**config.mk**
```make
export PLATFORM = sky130hd
export DESIGN_NAME = spi_reg_writer
export DESIGN_NICKNAME = d
export VERILOG_FILES = /design/src/rtl/spi_reg_writer.sv
export SDC_FILE = /design/constraint.sdc
export NUM_CORES = 1
export LEC_CHECK = 0
export CAP_MARGIN = 20
export CORE_AREA = 4 4 77 79
export CTS_CLUSTER_DIAMETER = 200
export DETAILED_ROUTE_END_ITERATION = 6
export DIE_AREA = 0 0 81 83
export SLEW_MARGIN = 20
export SYNTH_ARGS = -nofsm -noshare
export SYNTH_HDL_FRONTEND = slang
export SYNTH_SLANG_ARGS = --single-unit
export TNS_END_PERCENT = 5
```
**constraint.sdc**
```tcl
create_clock -name clk -period 6.2 [get_ports clk]
set_clock_uncertainty 0.1 [all_clocks]
set_input_delay 1.24 -clock clk [delete_from_list [all_inputs] [get_ports clk]]
set_output_delay 1.24 -clock clk [all_outputs]
set_load 0.02 [all_outputs]
```
**src/rtl/spi_reg_writer.sv**
```systemverilog
// SPI Mode 0 write-frame initiator: serialises {1, addr[6:0], wdata[7:0]} MSB first.
// Define SPI_READBACK_EN to capture cipo and present the response low byte on rd_data.
`timescale 1ns/1ps
module spi_reg_writer #(
  parameter int CLK_DIV = 4
) (
  input  logic       clk,
  input  logic       rst,
  input  logic       start,
  input  logic [6:0] addr,
  input  logic [7:0] wdata,
  output logic       busy,
  output logic       done,
  output logic       sclk,
  output logic       ncs,
  output logic       copi,
  input  logic       cipo,
  output logic [7:0] rd_data
);

  typedef enum logic [2:0] {IDLE, SETUP, SHIFT, HOLD, GAP} state_t;

  localparam logic [7:0] PHASE_LAST = 8'(CLK_DIV - 1);
  localparam logic [4:0] BITS_LAST  = 5'd16;

  state_t      state;
  logic [7:0]  phase_cnt;
  logic [4:0]  bit_cnt;
  logic [15:0] shift_reg;
  logic        phase_end;

  assign phase_end = (phase_cnt == PHASE_LAST);

  always_ff @(posedge clk) begin
    if (rst) begin
      state     <= IDLE;
      phase_cnt <= 8'd0;
      bit_cnt   <= 5'd0;
      shift_reg <= 16'd0;
      busy      <= 1'b0;
      done      <= 1'b0;
      sclk      <= 1'b0;
      ncs       <= 1'b1;
      copi      <= 1'b0;
    end else begin
      done      <= 1'b0;
      phase_cnt <= phase_end ? 8'd0 : phase_cnt + 8'd1;
      case (state)
        IDLE: begin
          phase_cnt <= 8'd0;
          if (start) begin
            shift_reg <= {1'b1, addr, wdata};
            state     <= SETUP;
            busy      <= 1'b1;
            ncs       <= 1'b0;
            copi      <= 1'b1;
            bit_cnt   <= 5'd0;
          end
        end
        SETUP: begin
          if (phase_end) begin
            sclk    <= 1'b1;
            bit_cnt <= 5'd1;
            state   <= SHIFT;
          end
        end
        SHIFT: begin
          if (phase_end) begin
            if (sclk) begin
              // Falling edge: present the next bit, except after the last one
              sclk <= 1'b0;
              if (bit_cnt != BITS_LAST) begin
                copi      <= shift_reg[14];
                shift_reg <= {shift_reg[14:0], 1'b0};
              end
            end else if (bit_cnt == BITS_LAST) begin
              state <= HOLD;
            end else begin
              sclk    <= 1'b1;
              bit_cnt <= (bit_cnt == BITS_LAST) ? BITS_LAST : bit_cnt + 5'd1;
            end
          end
        end
        HOLD: begin
          if (phase_end) begin
            ncs   <= 1'b1;
            copi  <= 1'b0;
            done  <= 1'b1;
            state <= GAP;
          end
        end
        GAP: begin
          if (phase_end) begin
            busy  <= 1'b0;
            state <= IDLE;
          end
        end
        default: state <= IDLE;
      endcase
    end
  end

`ifdef SPI_READBACK_EN
  logic [15:0] cap_reg;
  logic        sclk_rise;
  logic        frame_end;

  // Mirrors the FSM conditions that drive sclk 0->1 and the done pulse
  assign sclk_rise = phase_end && ((state == SETUP) ||
                     (state == SHIFT && !sclk && bit_cnt != BITS_LAST));
  assign frame_end = phase_end && (state == HOLD);

  always_ff @(posedge clk) begin
    if (rst) begin
      cap_reg <= 16'd0;
      rd_data <= 8'h00;
    end else begin
      if (sclk_rise)
        cap_reg <= {cap_reg[14:0], cipo};
      if (frame_end)
        rd_data <= cap_reg[7:0];
    end
  end
`else
  logic unused_cipo;
  assign unused_cipo = cipo;
  assign rd_data     = 8'h00;
`endif

endmodule

```
==> results.ini <==
[outcome]
status = completed

[setup_path]
rr_worst_depth = 4
cp-start-kind = input port
worstPathRequired_ns = 6.22
cp_max_fo = 16
end_kind = flip-flop
worst-setup-path-type = input port to flip-flop
cp.arrival_ns = 3.63

[grt]
track_usage_pct = 13.67
grt_max_degree = 33
overflow = 0
grt_pass1_vias = 1542
antenna_found_initial = 0
grt_pass1_wl_um = 7445

[floorplan]
start_util_pct = 37.95
die_area_um2 = 6723
ios = 32
num_rows = 27
chipWidth_um = 81
core_area_um2 = 5338
dieHeight_um = 83

[final_layout]
n_antenna_cell = 0
layout_commonest_cell = nand2_1
final_cell_mix = 38 x nand2_1, 36 x dfxtp_1, 22 x a21oi_1, 22 x clkdlybuf4s50_1, 17 x nor2_1
final_util_pct = 42.97
largest_reg_flops = 15
final_cells = 326
final_nets = 276
drive_gt1_share_pct = 10.24
nFillCells = 572
area_growth_pct = 13.22
fin_area_um2 = 2293

[place]
routabilityCongestion = 0.8120
hpwl_um = 2945
dp.cells = 319
dp_slack_ns = 2.312
postPlaceCellArea_um2 = 2216
io_buffer_count = 22

[routing]
ant_nets = 0
wl_per_cell_um = 13.43
vias_per_cell = 5.279
vias = 1721
drt-total-wl_um = 4378
drc = 0
first_pass_iters = 4
drt_iter0_markers = 160

[pwr]
powerDensity_nw_per_um2 = 358.7
ir_worst_vdd_mv = 0.1709
leakagePower_nw = 0.8288

[clock_tree]
hold_buffers = 0
post_cts_buffers = 0
ctsLongestPathBuffers = 2
cts_sinks = 36
htree_levels = 2
cts_tree = done
numCtsBuffers = 5
clock-root-buffer = clkbuf_8
cts.repair.resized = 0
clk_latency_ns = 0.28
clkTransAtPathRegs_ns = 0.07

[hold_path]
min_delay_path_depth = 2
hold_class = flip-flop to flip-flop

[sta]
layout_setup_ws_ns = 2.588
maxSlewViolCount = 0
fin_setup_tns_ns = 0
maxSlewHeadroom_pct = 26.73
setup_viol = 0
hold_viol = 0
finalCriticalPeriod_ns = 3.612
rsz0062_at_grt = false
period_share_pct = 58.27
fmax_mhz = 276.8
worst_pin_slew_ns = 1.084

[logic_synthesis]
ys_seq_area_share_pct = 35.58
synth_top_area_cell = dfxtp_1
ys_warn_count = 0
syn_area_um2 = 2026
yosys.area.top_type_share_pct = 35.58
postSynthCellCount = 241
ys.flop_type = dfxtp_1
ys_seq_elements = 36
synth_edf_count = 0
synth.distinct_cells = 46
syn_area_per_cell_um2 = 8.405
yosys-top-cells-area = dfxtp_1 36%, nand2_1 7.0%, a311oi_2 6.7%, a21oi_1 5.4%, nor2_1 3.2%
synthArstFlopShare_pct = 0

[job]
drv_cap = 0

==> through the flow <==
step / power (mW) / hold slack (ns)
global route: 0.8869 / 0.4025
floorplan: 0.6263 / 0.3263
global placement: 0.6707 / 0.3438
finish: 0.8227 / 0.3634
detailed placement: 0.6730 / 0.3472
CTS: 0.8282 / 0.3633
==> cell usage after synthesis, drive strengths merged (3+ instances only) <==
cell,number
xor2,6
o21ai,9
clkbuf,12
dfxtp,36
a31oi,4
or2,3
nor4,3
nand3,6
o31ai,4
nand2b,3
nor2,17
nor2b,4
buf,13
or3b,3
a21oi,22
o311a,3
nor3,3
ha,3
nor3b,4
a311oi,15
nand2,38
inv,4
==> kinds of logic (layout without fill, tap and decap cells) <==
group,Yosys count,in the layout,share of synthesized area (%)
xor+xnor,8,8,3.459
fa+ha+maj,3,3,1.853
simple gates,93,93,22.67
flops,36,36,35.58
compound gates,67,67,25.76
other cells,1,8,0.1851
buf+inv,30,36,8.894
mux,3,3,1.606
==> path summary, 6_finish.rpt <==
kind | from | end | slack (ns)
hold / removal | shift_reg[0]$_SDFFE_PP0P_ | shift_reg[0]$_SDFFE_PP0P_ | 0.36
hold reg to reg | shift_reg[0]$_SDFFE_PP0P_ | shift_reg[0]$_SDFFE_PP0P_ | 0.36
setup reg to reg | state[0]$_SDFFE_PP0P_ | shift_reg[12]$_SDFFE_PP0P_ | 3.15
setup / recovery | start | shift_reg[12]$_SDFFE_PP0P_ | 2.59
==> critical path: stages <==
cell and delay, ns:
clkdlybuf4s50_1 0.56, nor4_1 0.08, nor2_1 0.82, and2_1 0.72, a311oi_2 0.20
==> metal layers <==
layer	track usage, %	wire (µm)	vias to the layer above
met2	20.01	1951	32
met3	3.579	202	6
li1	-	-	881
met1	19.59	2164	802
met5	0	0	-
met4	3.840	59	0
==> where the power goes <==
part	total (mW)	switching, mW	leakage, nW	internal [mW]
logic	0.328	0.189	0.492	0.139
registers	0.341	0.0521	0.295	0.289
clock network	0.154	0.0775	0.0410	0.0763
==> cell type report <==
class / count / area (µm²) / share of cell area [%]
clock buffer: 6 / 72.57 / 3.164
clock inverter: 1 / 5.005 / 0.2182
inverter: 5 / 18.77 / 0.8183
multi-input combinational: 182 / 1151 / 50.19
sequential: 36 / 720.7 / 31.42
tap: 72 / 90.09 / 3.928
timing repair buffer: 24 / 235.2 / 10.26
Power figures use the tool's default switching activity.
